File: src/rtl/mem_arb_pkg.sv
// Shared types and default sizing for the two-requester memory arbiter/controller.
package mem_arb_pkg;

  localparam int unsigned DEPTH_DEF      = 4;
  localparam int unsigned DATA_WIDTH_DEF = 32;
  localparam int unsigned TIMEOUT_DEF    = 8;

  typedef enum logic [1:0] {
    IDLE    = 2'd0,
    ISSUE   = 2'd1,
    WAIT_RD = 2'd2
  } state_e;

  typedef logic req_id_t;

  // One-hot pulse vector for a requester id.
  function automatic logic [1:0] id_onehot(input req_id_t id);
    return id ? 2'b10 : 2'b01;
  endfunction

endpackage

File: src/rtl/rr_arb2.sv
// Two-way round-robin winner select; the pointer names the requester favoured on a tie
// and moves to the other requester whenever a grant is taken.
module rr_arb2
  import mem_arb_pkg::*;
(
  input  logic       clk,
  input  logic       rst,
  input  logic [1:0] req_i,
  input  logic       adv_i,
  output logic       win_id_c_o,
  output logic       win_vld_c_o
);

  req_id_t ptr_q, ptr_d;

  always_comb begin
    win_vld_c_o = |req_i;
    win_id_c_o  = (req_i == 2'b11) ? ptr_q : req_i[1];
    ptr_d       = ptr_q;
    if (adv_i && win_vld_c_o) begin
      ptr_d = ~win_id_c_o;
    end
  end

  always_ff @(posedge clk or posedge rst) begin
    if (rst) begin
      ptr_q <= 1'b0;
    end else begin
      ptr_q <= ptr_d;
    end
  end

endmodule

File: src/rtl/mem_arb_ctrl.sv
// Two-requester memory arbiter and single-port memory sequencer (IDLE -> ISSUE -> WAIT_RD).
// Define ARB_TIMEOUT_EN to bound the read wait at TIMEOUT cycles and report rerr.
module mem_arb_ctrl
  import mem_arb_pkg::*;
#(
  parameter int unsigned DEPTH      = DEPTH_DEF,
  parameter int unsigned DATA_WIDTH = DATA_WIDTH_DEF,
  parameter int unsigned TIMEOUT    = TIMEOUT_DEF
) (
  input  logic                  clk,
  input  logic                  rst,
  input  logic [1:0]            req,
  input  logic [1:0]            we,
  input  logic [DEPTH-1:0]      addr0,
  input  logic [DEPTH-1:0]      addr1,
  input  logic [DATA_WIDTH-1:0] wdata0,
  input  logic [DATA_WIDTH-1:0] wdata1,
  output logic [1:0]            gnt,
  output logic [1:0]            rvalid,
  output logic [1:0]            rerr,
  output logic [DATA_WIDTH-1:0] rdata,
  output logic                  busy,
  output logic                  mem_EN,
  output logic                  mem_wr_en,
  output logic                  mem_rd_en,
  output logic [DEPTH-1:0]      mem_add,
  output logic [DATA_WIDTH-1:0] mem_Data_in,
  input  logic                  mem_valid_out,
  input  logic [DATA_WIDTH-1:0] mem_Data_out
);

  state_e                  state_q, state_d;
  req_id_t                 owner_q, owner_d;
  logic                    we_q, we_d;
  logic [DEPTH-1:0]        addr_q, addr_d;
  logic [DATA_WIDTH-1:0]   wdata_q, wdata_d;

  logic [1:0]              gnt_q, gnt_d;
  logic [1:0]              rvalid_q, rvalid_d;
  logic [DATA_WIDTH-1:0]   rdata_q, rdata_d;
  logic                    busy_q, busy_d;
  logic                    mem_en_q, mem_en_d;
  logic                    mem_wr_q, mem_wr_d;
  logic                    mem_rd_q, mem_rd_d;
  logic [DEPTH-1:0]        mem_add_q, mem_add_d;
  logic [DATA_WIDTH-1:0]   mem_din_q, mem_din_d;

  logic                    win_id_c;
  logic                    win_vld_c;

`ifdef ARB_TIMEOUT_EN
  localparam int unsigned TO_W = (TIMEOUT > 1) ? $clog2(TIMEOUT) : 1;
  logic [1:0]              rerr_q, rerr_d;
  logic [TO_W-1:0]         to_cnt_q, to_cnt_d;
`endif

  // Pointer only advances when a grant is actually taken in IDLE.
  rr_arb2 u_rr_arb2 (
    .clk         (clk),
    .rst         (rst),
    .req_i       (req),
    .adv_i       (state_q == IDLE),
    .win_id_c_o  (win_id_c),
    .win_vld_c_o (win_vld_c)
  );

  always_comb begin
    state_d   = state_q;
    owner_d   = owner_q;
    we_d      = we_q;
    addr_d    = addr_q;
    wdata_d   = wdata_q;
    gnt_d     = 2'b00;
    rvalid_d  = 2'b00;
    rdata_d   = rdata_q;
    mem_en_d  = 1'b0;
    mem_wr_d  = 1'b0;
    mem_rd_d  = 1'b0;
    mem_add_d = mem_add_q;
    mem_din_d = mem_din_q;
`ifdef ARB_TIMEOUT_EN
    rerr_d    = 2'b00;
    to_cnt_d  = '0;
`endif

    unique case (state_q)
      IDLE: begin
        if (win_vld_c) begin
          state_d = ISSUE;
          owner_d = win_id_c;
          gnt_d   = id_onehot(win_id_c);
          we_d    = we[win_id_c];
          addr_d  = win_id_c ? addr1 : addr0;
          wdata_d = win_id_c ? wdata1 : wdata0;
        end
      end
      // The strobe registered here is the single memory-enable cycle.
      ISSUE: begin
        mem_en_d  = 1'b1;
        mem_wr_d  = we_q;
        mem_rd_d  = ~we_q;
        mem_add_d = addr_q;
        mem_din_d = wdata_q;
        state_d   = we_q ? IDLE : WAIT_RD;
      end
      WAIT_RD: begin
        if (mem_valid_out) begin
          rdata_d  = mem_Data_out;
          rvalid_d = id_onehot(owner_q);
          state_d  = IDLE;
        end
`ifdef ARB_TIMEOUT_EN
        else if (to_cnt_q == TO_W'(TIMEOUT - 1)) begin
          rerr_d  = id_onehot(owner_q);
          state_d = IDLE;
        end else begin
          to_cnt_d = to_cnt_q + TO_W'(1);
        end
`endif
      end
      default: state_d = IDLE;
    endcase

    busy_d = (state_d != IDLE);
  end

  always_ff @(posedge clk or posedge rst) begin
    if (rst) begin
      state_q   <= IDLE;
      owner_q   <= 1'b0;
      we_q      <= 1'b0;
      addr_q    <= '0;
      wdata_q   <= '0;
      gnt_q     <= 2'b00;
      rvalid_q  <= 2'b00;
      rdata_q   <= '0;
      busy_q    <= 1'b0;
      mem_en_q  <= 1'b0;
      mem_wr_q  <= 1'b0;
      mem_rd_q  <= 1'b0;
      mem_add_q <= '0;
      mem_din_q <= '0;
`ifdef ARB_TIMEOUT_EN
      rerr_q    <= 2'b00;
      to_cnt_q  <= '0;
`endif
    end else begin
      state_q   <= state_d;
      owner_q   <= owner_d;
      we_q      <= we_d;
      addr_q    <= addr_d;
      wdata_q   <= wdata_d;
      gnt_q     <= gnt_d;
      rvalid_q  <= rvalid_d;
      rdata_q   <= rdata_d;
      busy_q    <= busy_d;
      mem_en_q  <= mem_en_d;
      mem_wr_q  <= mem_wr_d;
      mem_rd_q  <= mem_rd_d;
      mem_add_q <= mem_add_d;
      mem_din_q <= mem_din_d;
`ifdef ARB_TIMEOUT_EN
      rerr_q    <= rerr_d;
      to_cnt_q  <= to_cnt_d;
`endif
    end
  end

  assign gnt         = gnt_q;
  assign rvalid      = rvalid_q;
  assign rdata       = rdata_q;
  assign busy        = busy_q;
  assign mem_EN      = mem_en_q;
  assign mem_wr_en   = mem_wr_q;
  assign mem_rd_en   = mem_rd_q;
  assign mem_add     = mem_add_q;
  assign mem_Data_in = mem_din_q;
`ifdef ARB_TIMEOUT_EN
  assign rerr        = rerr_q;
`else
  assign rerr        = 2'b00;
`endif

endmodule

File: config.mk
export PLATFORM = sky130hd
export DESIGN_NAME = mem_arb_ctrl
export DESIGN_NICKNAME = d
export VERILOG_FILES = /design/src/rtl/mem_arb_pkg.sv /design/src/rtl/rr_arb2.sv /design/src/rtl/mem_arb_ctrl.sv
export SDC_FILE = /design/constraint.sdc
export NUM_CORES = 1
export LEC_CHECK = 0
export CAP_MARGIN = 20
export CELL_PAD_IN_SITES_DETAIL_PLACEMENT = 1
export CELL_PAD_IN_SITES_GLOBAL_PLACEMENT = 1
export CORE_ASPECT_RATIO = 0.9
export CORE_MARGIN = 2
export CORE_UTILIZATION = 33
export DETAILED_ROUTE_END_ITERATION = 16
export PLACE_DENSITY = 0.84
export SYNTH_ARGS = -nofsm -noshare
export SYNTH_HDL_FRONTEND = slang
export SYNTH_SLANG_ARGS = --single-unit
File: constraint.sdc
create_clock -name clk -period 5.8 [get_ports clk]
set_clock_uncertainty 0.2 [all_clocks]
set_input_delay 1.16 -clock clk [delete_from_list [all_inputs] [get_ports clk]]
set_output_delay 1.16 -clock clk [all_outputs]
set_load 0.01 [all_outputs]
Yosys cells after proc, flatten, opt, wreduce, memory -nomap -nowiden
Index checks and enable logic that the tools add are counted.
W data, S select, Z words.
Word-level totals
  register bits: 117
  latch bits: 0
  bits in writable memories: 0
  ROM bits: 0
  bits of input ports: 111
  output and inout bits: 78
  word-level logic and storage cells: 45
  memories: 0
Operators by class
  add/sub/neg operators: 0
  $mul: 0
  div/mod/pow operators: 0
  $lt $le $gt $ge: 1
  eq/ne operators: 3
  shifts and indexed selects: 0
  multiplexer cells: 18
  bitwise operators: 2
  reduce and logical (&&, ||, !) cells: 6
Operator list (number)
  $mux W32: 1
  $mux W2: 9
  $mux W1: 6
  $pmux W2 S3: 1
  $eq A2 B2 Y1 const B: 2
  $mux W4: 1
  $reduce_and A2 Y1: 2
  $eq A2 B1 Y1 const B: 1
  $logic_not A2 Y1: 1
  $lt A1 B2 Y1 const B: 1
  $not A1 Y1: 2
  $reduce_bool A2 Y1: 1
  $reduce_or A2 Y1: 1
  $logic_and A1 B1 Y1: 1

Depth between registers and ports, before layout
  depth after elaboration: 5
  gate-level depth with buffers: 6
  depth with buffers taken out: 4

By module
Synthesis repeated with hierarchy kept, for this count alone.
Second synthesis, totals
  cells, all modules: 303
  area total of the unflattened synthesis: 4817.1 sq um
Modules (own cells, without submodules)
  mem_arb_ctrl: instances 1, cells an instance 296, area each 4759.6 sq um
  rr_arb2: instances 1, cells an instance 7, area each 57.6 sq um

Least setup slack after synthesis
OpenSTA, ideal clock, no wires.
  kind: input-to-reg
  start point: input port req[0]
  end point: register wdata_q[10]
  library setup time: 126 ps
  arrival: 1978 ps
  data required time: 5474 ps
  path slack: 3496 ps
  stages: 5
  buffers on the path: 2
  cells stage by stage: nand2b_1 -> and3_4 -> buf_2 -> buf_6 -> a221o_1
On the way
  longest elaborated chain between the ends: 3
  elaborated cells between the ends (all ways): 5
  classes of those cells: eq/ne: 1; mux: 2; reduce/logical: 2
RTL lines
  from (decl): RTL line mem_arb_ctrl.sv:12  | input logic [1:0] req,
  $eq A2 B2 Y1: RTL line rr_arb2.sv:18  | win_id_c_o = (req_i == 2'b11) ? ptr_q : req_i[1];
  $mux W1: RTL line rr_arb2.sv:18
  $mux W32: RTL line mem_arb_ctrl.sv:94  | wdata_d = win_id_c ? wdata1 : wdata0;
  to (signal assigned): RTL line mem_arb_ctrl.sv:152  | wdata_q <= wdata_d;
  to (decl): RTL line mem_arb_ctrl.sv:36  | logic [DATA_WIDTH-1:0] wdata_q, wdata_d;
Parallel ways exist; a longest one is shown, timed or not.
A chain may end at the register's enable or synchronous reset.

Final worst setup path
  start point: input port req[1]
  end point: register wdata_q[7]
Same word-level chain as after synthesis.

==> results.txt <==
design internal power: 2.69 mW
FP Rows: 41
Peak VDD IR: 217 uV
all-layer global routing usage: 0.194
Sink Count: 117
Fmax achieved: 367 MHz
CTS-repair resized insts: 0
ANT cells: 0
DIE WIDTH: 129 um
maxcap violations: 0
Final Cell Area: 7200 um2
LEAKAGE: 3.23 nW
final setup vio count: 0
min Tclk post-route: 2.73 ns
DR iter-0 viols: 125
die area: 15,000 um2
hold slack: 0.259 ns
fill count: 1,456
Clk Latency, worst-skew pair: 0.40 ns
Hold Path Class: flip-flop to flip-flop
largest net degree at the start of global routing: 81
Synth cell types: 23
Vias/cell: 5.02
mean area per synthesized cell: 12.1 um2
clock-pin slew on the worst setup and hold paths: 0.05 ns
IO Pins: 189
Clock H-tree levels: 4
via count: 3,776
number of global-route vias before repair: 4,187
Ys Warns: 0
number of port buffers: 186
worst r2r src: state_q[1]
critical path arrival: 2.86 ns
post-synthesis cell area: 4630 um2
Post-Synthesis Cells: 383
Die Ht: 116 um
Initial Util: 0.335
DRC viols: 0
PD cells: 554 nW/um2
largest area contributor in the netlist: dfrtp_1
Worst Setup SP: req[1]
Area Overhead vs Synth: 55.3%
Worst Setup End Kind: flip-flop
post-route ant nets: 0
Reg-to-Reg End: mem_Data_in[29]
gp weighted congestion: 0.739
max-slew violation count: 0
final core utilization: 0.520
crit-path max FO: 37
CTS tree: yes
share of cells above drive strength 1: 0.124
clock network power share: 0.251
Num CTS Buffers: 17
1st-pass router iterations: 6
grt total ovfl: 0
ranking of synthesized cells by area: dfrtp_1 63%, nand2_1 8.8%, a221o_1 8.0%
post-CTS setup buffers: 0
setup TNS: 0 ns
Sw Share: 0.324
first-pass GRT wire length: 22,000 um
CTS Hold Buffers Added: 0
CP startpoint kind: primary input
Psw: 1.29 mW
Sequential Area: 2930 um2
routed len/inst: 18.8 um
fin nets: 678
Tcrit/Tclk final: 0.470
kind of critical path: primary input to flip-flop
Max Buffers Root-to-Sink: 2
register bit total from synthesis: 117
area occupied by multi-input gates: 1540 um2
CTS root buffer: clkbuf_16
outcome: complete, no violations
R2R depth: 5
RSZ-0062 raised after global routing: false
Reg power frac: 0.358
Placed Area: 6600 um2
final count of hold timing violations: 0
post-synthesis sequential area ratio: 0.632
Power, Total: 3.99 mW
final WL: 14,100 um
worst rel slew slack: 0.330
Logic pwr share: 0.391
Detailed Place HPWL: 9430 um
Core Box Area: 13,900 um2
required time worst endpoint: 5.93 ns
worst slew pin tran: 1.00 ns
antenna violations before repair: 0
end of the critical path: wdata_q[7]
Register-to-Register Setup Slack: 3.15 ns
Synth top area share: 0.632
[cells by family after synthesis]
kind of cell	after synthesis	synth area share
and+or+nand+nor	123	0.106
DFF	117	0.632
AOI/OAI and AO/OA	78	0.146
muxes	32	0.0778
buffers and inverters	32	0.0378
other	1	0.000809
[registers in the layout, indices dropped and copies added (netlist names), 2 cells and up]
signal,flops
wdata_q,32
state_q,2
mem_add,4
addr_q,4
mem_Data_in,32
rvalid,2
rdata,32
gnt,2
[through the flow]
step	cells	setup slack [ns]
after floorplan	384	1.34
after global placement	719	2.71
after detailed placement	719	2.66
after CTS	751	3.05
after global routing	752	2.97
final	752	3.07
[cells in the mapped netlist]
master,n
and3_1,1
and3_4,1
and2_1,1
nand2b_1,3
inv_1,4
mux2_2,32
nand3b_1,1
o21ai_0,1
buf_4,2
nor2_2,1
conb_1,1
o2bb2ai_1,1
nor2_1,5
or2_1,1
a221o_1,37
clkbuf_1,8
buf_2,8
a21o_1,2
nand2_1,109
buf_1,5
dfrtp_1,117
buf_6,5
o21a_1,37
[layout make-up]
cell class,instances,share of cell area
Clock buffer,21,0.0640
Clock inverter,11,0.0149
Inverter,4,0.00243
Multi-Input combinational cell,235,0.214
Sequential cell,117,0.407
Tap cell,172,0.0299
Timing Repair Buffer,192,0.268
[layout by cell type (no fill, tap or decap), drive strengths merged]
cell type and instances:
buf 6, bufinv 2, nand2 109, and2 1, a21o 2, and3 2
clkdlybuf4s50 186, mux2 32, clkinv 8, o21a 37, nand3b 1, clkinvlp 1
o21ai 1, nor2 6, o2bb2ai 1, a221o 37, inv 4, clkbuf 21
dfrtp 117, nand2b 3, conb 2, or2 1
[how the worst min path moves through the flow]
stage / depth (start not counted) / slack [ns] / to / start
finish: 1 / 0.26 / rvalid[0] / owner_q
global route: 1 / 0.29 / rvalid[0] / owner_q
CTS: 1 / 0.26 / rvalid[0] / owner_q
detailed placement: 1 / 0.25 / rvalid[0] / owner_q
global placement: 1 / 0.24 / rvalid[0] / owner_q
floorplan: 1 / 0.23 / rvalid[0] / owner_q
[routing by layer]
| metal | part of all wire | up-vias | global-route usage |
|---|---|---|---|
| met1 | 0.42 | 1937 | 0.233 |
| li1 | - | 1697 | - |
| met3 | 0.056 | 17 | 0.0600 |
| met2 | 0.51 | 125 | 0.336 |
| met5 | 0 | - | 0 |
| met4 | 0.012 | 0 | 0.0609 |
[power groups by stage]
stage	clock, mW	combinational (mW)	sequential, mW
after floorplan	0	0.720	1.49
after global placement	0	1.51	1.41
after detailed placement	0	1.56	1.43
after CTS	1.02	1.59	1.43
after global routing	1.07	1.70	1.47
final	1.00	1.56	1.43
[worst max-delay path: stages]
cell	delay [ns]
clkdlybuf4s50_1	0.52
nor2_4	0.82
o21a_1	0.20
a221o_1	0.13
Note: power is estimated with default switching activity, not from simulation.
